`src/rtl/pc_fetch.sv`:
```
// Program counter and six-slot fetch/execute timing ring for the 4-bit model computer.
// Optional build macro PC_WRAP_HALT_EN: halt instead of wrapping the PC past 15.
module pc_fetch #(
    parameter int NSTATE = 6
) (
    input  logic              CLK,
    input  logic              RST,
    input  logic              RUN,
    input  logic              HLT,
    input  logic              JMP,
    input  logic [3:0]        JD,
    output logic [3:0]        D_OUT,
    output logic              IMAR,
    output logic              ICE,
    output logic              LIR,
    output logic [NSTATE-1:0] T,
    output logic              HALTED
);

    // The halted slot is the all-zero ring, so T reads 000000 without extra gating.
    typedef enum logic [NSTATE-1:0] {
        S_HALT = 6'b000000,
        S_T0   = 6'b000001,
        S_T1   = 6'b000010,
        S_T2   = 6'b000100,
        S_T3   = 6'b001000,
        S_T4   = 6'b010000,
        S_T5   = 6'b100000
    } state_t;

    state_t     r_t, w_t_nxt;
    logic [3:0] r_pc, w_pc_nxt;
    logic       r_halted, w_halted_nxt;

    always_ff @(posedge CLK or posedge RST) begin
        if (RST) begin
            r_t      <= S_T0;
            r_pc     <= 4'd0;
            r_halted <= 1'b0;
        end else begin
            r_t      <= w_t_nxt;
            r_pc     <= w_pc_nxt;
            r_halted <= w_halted_nxt;
        end
    end

    always_comb begin
        w_t_nxt      = r_t;
        w_pc_nxt     = r_pc;
        w_halted_nxt = r_halted;
        IMAR         = 1'b0;
        ICE          = 1'b0;
        LIR          = 1'b0;
        case (r_t)
            S_T0: begin
                IMAR = RUN;
                if (RUN) w_t_nxt = S_T1;
            end
            S_T1: begin
`ifdef PC_WRAP_HALT_EN
                if (r_pc == 4'hF) begin
                    w_t_nxt      = S_HALT;
                    w_halted_nxt = 1'b1;
                end else begin
                    w_pc_nxt = r_pc + 4'd1;
                    w_t_nxt  = S_T2;
                end
`else
                w_pc_nxt = r_pc + 4'd1;
                w_t_nxt  = S_T2;
`endif
            end
            S_T2: begin
                ICE     = 1'b1;
                LIR     = 1'b1;
                w_t_nxt = S_T3;
            end
            S_T3: begin
                // Halt wins over a simultaneous jump and freezes the PC.
                if (HLT) begin
                    w_t_nxt      = S_HALT;
                    w_halted_nxt = 1'b1;
                end else begin
                    if (JMP) w_pc_nxt = JD;
                    w_t_nxt = S_T4;
                end
            end
            S_T4: begin
                if (JMP) w_pc_nxt = JD;
                w_t_nxt = S_T5;
            end
            S_T5: begin
                if (JMP) w_pc_nxt = JD;
                w_t_nxt = S_T0;
            end
            S_HALT: begin
                w_t_nxt = S_HALT;
            end
            default: begin
                w_t_nxt = S_T0;
            end
        endcase
    end

    assign D_OUT  = r_pc;
    assign T      = r_t;
    assign HALTED = r_halted;

endmodule

```
`config.mk`:
```
export PLATFORM = sky130hd
export DESIGN_NAME = pc_fetch
export DESIGN_NICKNAME = d
export VERILOG_FILES = /design/src/rtl/pc_fetch.sv
export SDC_FILE = /design/constraint.sdc
export NUM_CORES = 1
export LEC_CHECK = 0
export CORE_AREA = 2 2 41 43
export CTS_CLUSTER_SIZE = 25
export DETAILED_ROUTE_END_ITERATION = 7
export DIE_AREA = 0 0 43 45
export DONT_BUFFER_PORTS = 1
export SETUP_SLACK_MARGIN = 0.15
export SYNTH_ARGS = -nofsm -noshare
export SYNTH_HDL_FRONTEND = slang
export SYNTH_SLANG_ARGS = --single-unit
export TNS_END_PERCENT = 5
```
`constraint.sdc`:
```
create_clock -name CLK -period 2.9 [get_ports CLK]
set_clock_uncertainty 0.2 [all_clocks]
set_input_delay 0.145 -clock CLK [delete_from_list [all_inputs] [get_ports CLK]]
set_output_delay 0.145 -clock CLK [all_outputs]
set_load 0.01 [all_outputs]
```
==> summary by stage, run 1 <==
Status
The flow ran to the end, and the final reports show no timing, DRC or antenna violations.

GRT
The via count of the first global-routing pass is 503. The number of antenna violations at the first check in global routing was 0. The largest net degree at the start of global routing is 13. The overall global routing resource usage is 0.159.

The first global-routing pass estimated 2250 microns of wire. The global-route congestion overflow total is 0.

Timing
The fmax is just under 400 MHz. The tightest slew margin relative to the limit is 0.667. The number of hold violations in the final report is 0. Hold timing on the final database bottoms out at a slack of approximately 27 ps. Subtracting the final worst setup slack from the clock period gives 2580 ps. The number of slew-limit violations in the final report came to 0. The final worst setup slack is 318 ps.

The count of final setup violators is 0. The total negative slack is 0 ps. Dividing the final minimum period by the clock period gives 0.890. Setup repair after global routing left no endpoint under its margin. At the pin with the least slew margin, the transition time is 494 ps.

Place
The instance count after placement with tap cells included is 76. The placed wire-length estimate after detailed placement is 945 microns. Input and output buffers added on the ports amount to 0. The weighted congestion reported at the end of routability-driven placement is ~0.74. The pre-CTS worst setup slack is 805 ps.

Run
The number of max-capacitance violations reported is 0.

Clocking
The total number of clock tree sinks is 11. The clock insertion delay at the later pin of the skew report is roughly 280 ps. The clock input transition at the sequential cells of the worst setup and hold paths is 80 ps.

TritonCTS created 3 clock buffers. The CTS tree is done. In this run the deepest clock path goes through 2 buffers.

The root buffer cell chosen for the clock tree is sky130_fd_sc_hd__clkbuf_4. In this run the number of H-tree levels came out at 1. The count of buffers added by post-CTS timing repair for setup is 0. The number of cells upsized or downsized after cts is 0.

Floorplan
After floorplanning, the core was sized to cover between 1000 and 1500 sq um. The floorplan step set the die width to 43 microns. 23 I/O pins were placed. The die is 45 microns tall. The initial cell density of the core is 0.439. The die covers 1940 sq um. The number of rows created at floorplan is 14.

Final layout
The share of layout cells above drive strength 1 is 0.111. After filler insertion, the fill cell instance count of the layout stands at 141. The final layout contains 83 nets. Relative to the synthesized area, the layout overhead comes to 16.5%. The antenna diode count is 0. The number of non-filler instances in the completed layout is 88.

Routing
The first TritonRoute pass finished after 4 iterations. The final wirelength is 1430 microns. The initial detailed-routing violation count is 13. After detailed routing, the number of vias per cell comes to a little over 6. The detailed router placed 541 vias in this run. The number of nets with antenna violations after detailed routing is 0. For this run, design rule violations remaining after detail routing come to 0. The wire length per cell is 16.2 microns.

Worst setup path
STA puts the critical path data required time at 2860 ps. For the worst setup path, the data arrival time is around 2500 ps. The top fanout value on the critical path is 9. By startpoint and endpoint, the worst setup path is classified as register to register. For this design, the slowest cell found on the critical path is sky130_fd_sc_hd__or4_1. Walking the worst path, the cells encountered are or4_1, o21ai_4, mux2_1, a21oi_1, dlygate4sd3_1. The worst setup path is captured at a register.

The worst setup path is launched from a register. In this design, the stage delay of the slowest critical-path cell is around 700 ps.

Pwr
The highest ir drop seen on vdd is 0.330 mV. Summed over all cells, the static leakage comes to roughly 0.00034 uW. After layout, the design draws a total of 420 uW. The total power divided by cell area is ~560 nW/um^2.

Yosys
Synthesis inferred 11 register bits. By instance count, the leading cell after synthesis is sky130_fd_sc_hd__dfrtp_1. The sequential area share after synthesis is 0.428.

The biggest area contributor in the post-synthesis netlist is sky130_fd_sc_hd__dfrtp_1. Synthesis produced a netlist whose cell count is 64. The leading register cell type out of synthesis is sky130_fd_sc_hd__dfrtp_1. Counting every net in the synthesized netlist gives 74. The synthesis warning total is 0. In this run, synthesis inferred 0 flip-flops with an integrated enable. Ranked by total cell area, the synthesized netlist is headed by sky130_fd_sc_hd__dfrtp_1 39%, sky130_fd_sc_hd__dfstp_2 4.1%, sky130_fd_sc_hd__o211a_1 3.1%. The portion of synthesized cell area occupied by the leading cell type is 0.388. The summed instance area of the synthesized netlist is 646 sq um. The fraction of registers with async set/reset is 1.00.

After synthesis, the most frequently instantiated cells are 10 x sky130_fd_sc_hd__dfrtp_1, 5 x sky130_fd_sc_hd__inv_1, 4 x sky130_fd_sc_hd__nor2_1. The count of distinct cell types in the synthesized netlist is 35. The average instance area after synthesis is between 10 and 15 sq um.

Min path
The type of the most critical hold path is input port to register.
[power breakdown]
group | total, uW | switching, uW | internal (uW)
Clock | 112 | 58.6 | 53.4
Combinational | 72.7 | 27.3 | 45.4
Sequential | 236 | 50.4 | 185
Total | 420 | 136 | 284
[metrics by stage]
step,area [sq um],util
3_5_place_dp,646,0.439
3_3_place_gp,646,0.439
4_1_cts,752,0.511
2_1_floorplan,646,-
5_1_grt,752,0.511
6_report,752,0.511
[sequential cells by signal (all words and copies together), names as in the netlist]
name,cells
D_OUT,4
HALTED,1
T,6
[kinds of logic (layout without fill, tap and decap cells)]
family / after synthesis / count (layout) / share of synthesized area
mux: 2 / 2 / 0.0329
buf+inv: 9 / 17 / 0.0601
compound gates: 16 / 16 / 0.209
xor+xnor: 1 / 1 / 0.0136
simple gates: 24 / 24 / 0.236
fa+ha+maj: 1 / 1 / 0.0194
flops: 11 / 11 / 0.428
[worst paths after layout]
kind / depth (start not counted) / from / end / slack, ps
hold / removal: 3 / JMP / D_OUT[3] / 30
hold reg to reg: 1 / HALTED / HALTED / 380
min in group asynchronous: 2 / RST / T[4] / 100
setup / recovery: 5 / T[2] / D_OUT[2] / 320
setup reg to reg: 5 / T[2] / D_OUT[2] / 320
max in group asynchronous: 2 / RST / T[0] / 2070
[what timing repair did]
action / 4_1_cts / 5_1_grt
endpoints found under the setup margin: 0 / 0
hold buffers: 8 / 0
hold endpoints to repair: 19 / 0
[cell type report]
type | count | area [sq um] | area share
clock buffers | 4 | 26.3 | 0.0349
well taps | 16 | 20.0 | 0.0266
multi-input cells | 44 | 330 | 0.439
flip-flops and latches | 11 | 277 | 0.368
inverters | 5 | 18.8 | 0.0250
repair buffers | 8 | 80.1 | 0.106
[worst max-delay path, delay by kind of cell, from the launching register on]
family,cells,cell delay (ps)
buffers and inverters,1,560
AOI/OAI and AO/OA,2,340
DFF,1,490
muxes,1,170
and+or+nand+nor,1,700
[per-layer routing]
metal	GRT usage	up-vias	share of wire
li1	-	254	-
met1	0.181	265	0.43
met2	0.252	20	0.47
met3	0.0840	2	0.091
met4	0.0667	0	0.0042
met5	0	-	0
[cell usage in the layout (no fill, tap or decap), drive strengths merged, types with 3 or more instances in the layout]
cell          n
inv           5
dfrtp        10
nor2          4
o21ai         4
clkbuf        4
nor4          3
dlygate4sd3   8
a21oi         3
nand3         3
No activity file was read; power rests on OpenSTA's default activity.
==> run 2, diff against run 1 <==
- CORE_AREA: 2 2 41 43 -> 2 2 39 41
- DIE_AREA: 0 0 43 45 -> 0 0 41 43
==> run 2 against run 1 <==
Combinational power down 11%; cell area grew 1.3%; highest routed layer unchanged; largest power group unchanged; critical path type unchanged; sequential share of layout area decreased by 0.48 points.
==> summary by stage, run 2 (same netlist as run 1, synthesis figures left out) <==
Routing
The final wirelength came to 1430 microns (about the same). The via count normalized by instance count is 6.20 (was 6.15). The via count of the routed design is 552 (was 541). The DRC violations left is 0 (unchanged). The initial detailed-routing violation count is 17 (was 13). The detailed-router iteration count before antenna repair is 4 (unchanged). The number of nets with antenna violations after detailed routing is 0 (unchanged).

The wire length per cell is 16.1 microns (was 16.2 microns).

GRT
The number of antenna violations at the first check in global routing is 0 (unchanged). The first-pass GRT wire length is 2180 microns (was 2250 microns). The global-route congestion overflow total came to 0 (unchanged). The largest net degree at the start of global routing is 13 (unchanged).

The via count of the first global-routing pass is 541 (was 503). The overall global routing resource usage is 0.187 (was 0.159).

Floorplan
The initial cell density of the core came to 0.467 (was 0.439). The core box area is 1380 sq um (was 1470 sq um). The area enclosed by the die boundary is 1760 sq um (was 1940 sq um). The number of rows created at floorplan is 14 (unchanged). The die width is 41 microns (was 43 microns).

The overall die height is 43 microns (was 45 microns). The number of primary I/O pins was 23 (unchanged).

Final layout
The number of nets in the layout is 84 (was 83). The most common cell after layout, fill and taps aside was sky130_fd_sc_hd__dfrtp_1 (unchanged). The share of layout cells above drive strength 1 was 0.110 (was 0.111). Commonest cells after routing, fill and taps aside: 10 x sky130_fd_sc_hd__dfrtp_1, 9 x sky130_fd_sc_hd__dlygate4sd3_1, 5 x sky130_fd_sc_hd__inv_1 (was 10 x sky130_fd_sc_hd__dfrtp_1, 8 x sky130_fd_sc_hd__dlygate4sd3_1, 5 x sky130_fd_sc_hd__inv_1). The layout overhead on the synthesized area came to 18.0% (was 16.5%). The fraction of the core area covered by cells at the end of the flow came to 0.551 (was 0.511). The layout filler cell count is 133 (was 141). The sequential cell area in the final layout came to 277 sq um (unchanged). The flip-flop count of the largest register after layout is 6 (unchanged). The combined area of the multi-input logic cells is 330 sq um (unchanged).

The antenna diode count is 0 (unchanged).

Worst setup path
The buffering stage count on the worst path with inverters included was 1 (unchanged). The delay of the slowest cell on the worst path is 690 ps (was 700 ps). Ordered cell list for the critical path: or4_1, o21ai_4, o32ai_1, dlygate4sd3_1, a21oi_1 (was or4_1, o21ai_4, mux2_1, a21oi_1, dlygate4sd3_1). The worst flop-to-flop path startpoint is T[2] (unchanged). The data required time of the worst path is 2900 ps (was 2860 ps). The top fanout value on the critical path is 9 (unchanged). The slowest cell on the critical path was sky130_fd_sc_hd__or4_1 (unchanged). The class of the most critical setup path is register to register (unchanged).

The arrival time of data at the critical path endpoint is 2530 ps (was 2540 ps). The launch point of the worst path is T[2] (unchanged). The endpoint type of the worst setup path was a register (unchanged). The startpoint type of the worst setup path is a register (unchanged). The kind of cell adding the most delay to the critical path is simple AND/OR/NAND/NOR gates (unchanged).

Clocking
The total number of clock tree sinks was 11 (unchanged). The CTS tree was done (unchanged). The clock input transition at the sequential cells of the worst setup and hold paths is 70 ps (was 80 ps). The clock root buffer is sky130_fd_sc_hd__clkbuf_4 (unchanged). The count of H-tree levels built during CTS is 1 (unchanged). The number of cells upsized or downsized after cts is 0 (unchanged). The maximum buffer depth of the clock tree is 2 (unchanged). The number of buffers created by CTS was 3 (unchanged). The hold buffer count at cts is 9 (was 8).

The count of buffers added by post-CTS timing repair for setup was 0 (unchanged). The clock insertion delay at the later pin of the skew report came to 270 ps (was 280 ps).

Timing
The number of slew-limit violations in the final report came to 0 (unchanged). The shortest clock period the worst path allows after layout was 2540 ps (was 2580 ps). The share of the clock period used by the worst path is 0.874 (was 0.890).

The number of hold violations in the final report is 0 (unchanged). The fmax came to 394 MHz (was 387 MHz). The count of final setup violators is 0 (unchanged). Setup repair after global routing missed its margin: no (unchanged). The tightest slew margin relative to the limit is 0.659 (was 0.667). The total negative slack is 0 ps (unchanged). The transition time at the pin with the least slew margin came to 507 ps (was 494 ps).

Pwr
The leakage power summed over all cells is 0.000346 uW (was 0.000340 uW). The total power divided by cell area is 533 nW/um^2 (was 559 nW/um^2). The total chip power came to 406 uW (was 420 uW).

The highest ir drop seen on vdd is 0.249 mV (was 0.330 mV).

Place
The weighted congestion reported at the end of routability-driven placement came to 0.709 (was 0.742). The placed wire-length estimate after detailed placement is 1010 microns (was 945 microns). The count of buffers inserted at the top-level ports is 0 (unchanged).

Min path
The type of the most critical hold path was input port to async pin (was input port to register).

Status
Result of the run: finished, final reports clean (unchanged).

Run
The number of max-capacitance violations reported is 0 (unchanged).
run 2: per-layer routing:
metal  global-route usage  vias to the layer above  wire, microns
met5                    0                        -              0
met4                0.120                        0             33
met3               0.0366                        4             91
met2                0.291                       17            690
met1                0.221                      272            613
li1                     -                      259              -
run 2: path summary, 6_finish.rpt:
kind | slack [ps] | to | cells after the start
max in group asynchronous | 2060 | T[0] | 2
hold reg to reg | 360 | HALTED | 1
min in group CLK | 320 | T[4] | 2
setup reg to reg | 360 | D_OUT[2] | 5
hold / removal | 110 | HALTED | 2
setup / recovery | 360 | D_OUT[2] | 5
run 2: metrics by stage:
stage	hold WS [ps]	setup slack (ps)	instance area [sq um]	cells
2_1_floorplan	-203	956	646	64
3_3_place_gp	-134	819	646	76
3_5_place_dp	-140	792	646	76
4_1_cts	122	378	762	89
5_1_grt	136	282	762	89
6_report	112	365	762	89
run 2: layout make-up:
cell class	instances	area share
inverters	5	0.0246
multi-input cells	44	0.433
repair buffers	9	0.118
flip-flops and latches	11	0.363
clock buffers	4	0.0345
well taps	16	0.0263
run 2: report_power, final:
group | internal (uW) | switching (uW) | total [uW] | leakage [uW]
logic | 38.9 | 26.1 | 65.0 | 0.000188
registers | 185 | 50.8 | 236 | 0.000143
clock network | 53.2 | 51.5 | 105 | 0.0000150
==> run 3, diff against run 2 <==
- REMOVE_ABC_BUFFERS: not set -> 1
==> run 3 against run 2 <==
First-iteration DRC count down 35%; cell count unchanged; non-clock buffer count unchanged; sequential share of layout area unchanged; total power up 0.79%; sequential power about the same; critical path type unchanged; critical endpoint unchanged.
==> summary by stage, run 3 (same netlist as run 1, synthesis figures left out) <==
Status
Result of the run: finished, final reports clean (unchanged).

Floorplan
The number of rows created at floorplan was 14 (unchanged). The initial cell density of the core is 0.467 (unchanged). The number of primary I/O pins is 23 (unchanged).

The overall die height is 43 microns (unchanged). The die width is 41 microns (unchanged). The core box area is 1380 sq um (unchanged). The area enclosed by the die boundary came to 1760 sq um (unchanged).

Pwr
The total power divided by cell area is 537 nW/um^2 (was 533 nW/um^2). The highest ir drop seen on vdd is 0.357 mV (was 0.249 mV). The leakage power summed over all cells came to 0.000346 uW (unchanged).

Clocking
The count of buffers added by post-CTS timing repair for setup is 0 (unchanged). The number of cells upsized or downsized after cts came to 0 (unchanged). The total number of clock tree sinks is 11 (unchanged). The clock root buffer is sky130_fd_sc_hd__clkbuf_4 (unchanged). The clock insertion delay at the later pin of the skew report was 280 ps (was 270 ps).

The count of H-tree levels built during CTS is 1 (unchanged). The CTS tree is done (unchanged). The maximum buffer depth of the clock tree is 2 (unchanged).

The hold buffer count at cts is 9 (unchanged). The number of buffers created by CTS is 3 (unchanged). The clock input transition at the sequential cells of the worst setup and hold paths was 80 ps (was 70 ps).

Final layout
The antenna diode count is 0 (unchanged). The number of non-filler instances in the completed layout is 89 (unchanged). The layout overhead on the synthesized area is 18.0% (unchanged). The layout filler cell count was 124 (was 133). The number of nets in the layout was 84 (unchanged). The share of layout cells above drive strength 1 came to 0.110 (unchanged). The combined area of the multi-input logic cells is 330 sq um (unchanged). The most common cell after layout, fill and taps aside is sky130_fd_sc_hd__dfrtp_1 (unchanged).

The sequential cell area in the final layout is 277 sq um (unchanged). Commonest cells after routing, fill and taps aside: 10 x sky130_fd_sc_hd__dfrtp_1, 9 x sky130_fd_sc_hd__dlygate4sd3_1, 5 x sky130_fd_sc_hd__inv_1 (unchanged). The flip-flop count of the largest register after layout is 6 (unchanged).

GRT
The number of antenna violations at the first check in global routing came to 0 (unchanged). The first-pass GRT wire length is 2420 microns (was 2180 microns). The overall global routing resource usage is 0.203 (was 0.187).

The via count of the first global-routing pass is 538 (was 541). The global-route congestion overflow total is 0 (unchanged). The largest net degree at the start of global routing came to 13 (unchanged).

Timing
The fmax is 389 MHz (was 394 MHz). The number of slew-limit violations in the final report is 0 (unchanged). The shortest clock period the worst path allows after layout was 2570 ps (was 2540 ps).

The count of final setup violators is 0 (unchanged). The share of the clock period used by the worst path is 0.886 (was 0.874). Setup repair after global routing missed its margin: no (unchanged). The total negative slack came to 0 ps (unchanged). The tightest slew margin relative to the limit is 0.649 (was 0.659).

The number of hold violations in the final report is 0 (unchanged). The transition time at the pin with the least slew margin is 522 ps (was 507 ps).

Worst setup path
The endpoint type of the worst setup path is a register (unchanged). The top fanout value on the critical path is 8 (was 9). The arrival time of data at the critical path endpoint was 2580 ps (was 2530 ps). The cell depth of the worst flop-to-flop path was 5 (unchanged).

The data required time of the worst path is 2910 ps (was 2900 ps). The launch point of the worst path was T[1] (was T[2]). The class of the most critical setup path is register to register (unchanged). The startpoint type of the worst setup path is a register (unchanged). The register-to-register setup slack is 330 ps (was 360 ps). The worst flop-to-flop path endpoint is D_OUT[2] (unchanged). The worst flop-to-flop path startpoint is T[1] (was T[2]).

Min path
The type of the most critical hold path is input port to async pin (unchanged).

Routing
The detailed-router iteration count before antenna repair is 4 (unchanged). The initial detailed-routing violation count was 11 (was 17). The wire length per cell is 16.0 microns (was 16.1 microns). The via count of the routed design came to 525 (was 552). The DRC violations left was 0 (unchanged). The via count normalized by instance count was 5.90 (was 6.20).

The final wirelength is 1420 microns (was 1430 microns). The number of nets with antenna violations after detailed routing is 0 (unchanged).

Place
The placed wire-length estimate after detailed placement was 968 microns (was 1010 microns). The weighted congestion reported at the end of routability-driven placement was 0.702 (was 0.709). The instance count after placement with tap cells included is 76 (unchanged).

The count of buffers inserted at the top-level ports is 0 (unchanged).

Run
The number of max-capacitance violations reported is 0 (unchanged).
-- run 3: cell type report --
| type | instances | area share |
|---|---|---|
| flip-flops and latches | 11 | 0.363 |
| multi-input cells | 44 | 0.433 |
| clock buffers | 4 | 0.0345 |
| repair buffers | 9 | 0.118 |
| well taps | 16 | 0.0263 |
| inverters | 5 | 0.0246 |
-- run 3: routing by layer --
layer	up-vias	GRT usage	share of wire
li1	258	-	-
met3	2	0.0524	0.077
met5	-	0	0
met1	248	0.292	0.46
met4	0	0.100	0.017
met2	17	0.275	0.45
-- run 3: worst max-delay path by stage --
| stage | to | slack, ps | depth (start not counted) |
|---|---|---|---|
| finish | D_OUT[2] | 330 | 5 |
| global route | D_OUT[2] | 200 | 5 |
| CTS | D_OUT[2] | 360 | 5 |
| detailed placement | D_OUT[1] | 790 | 4 |
| global placement | D_OUT[1] | 800 | 4 |
| floorplan | D_OUT[1] | 940 | 4 |
-- run 3: power breakdown --
part           total (uW)  internal [uW]  switching [uW]
combinational        63.1           37.5            25.6
clock                 111           53.4            57.7
sequential            235            185            49.7
total                 409            276             133
-- run 3: per-stage QoR --
step / power [uW] / worst slack [ps] / area, sq um / hold WS, ps / utilization
5_1_grt: 436 / 202 / 762 / 155 / 0.551
3_5_place_dp: 293 / 789 / 646 / -136 / 0.467
3_3_place_gp: 292 / 803 / 646 / -139 / 0.467
2_1_floorplan: 275 / 938 / 626 / -203 / -
4_1_cts: 414 / 356 / 762 / 113 / 0.551
6_report: 409 / 330 / 762 / 99.2 / 0.551
-- run 3: worst max-delay path: stages (launching register included) --
cell	delay, ps
sky130_fd_sc_hd__dfrtp_1	490
sky130_fd_sc_hd__or4_1	710
sky130_fd_sc_hd__o21ai_4	290
sky130_fd_sc_hd__o32ai_1	120
sky130_fd_sc_hd__dlygate4sd3_1	570
sky130_fd_sc_hd__a21oi_1	120
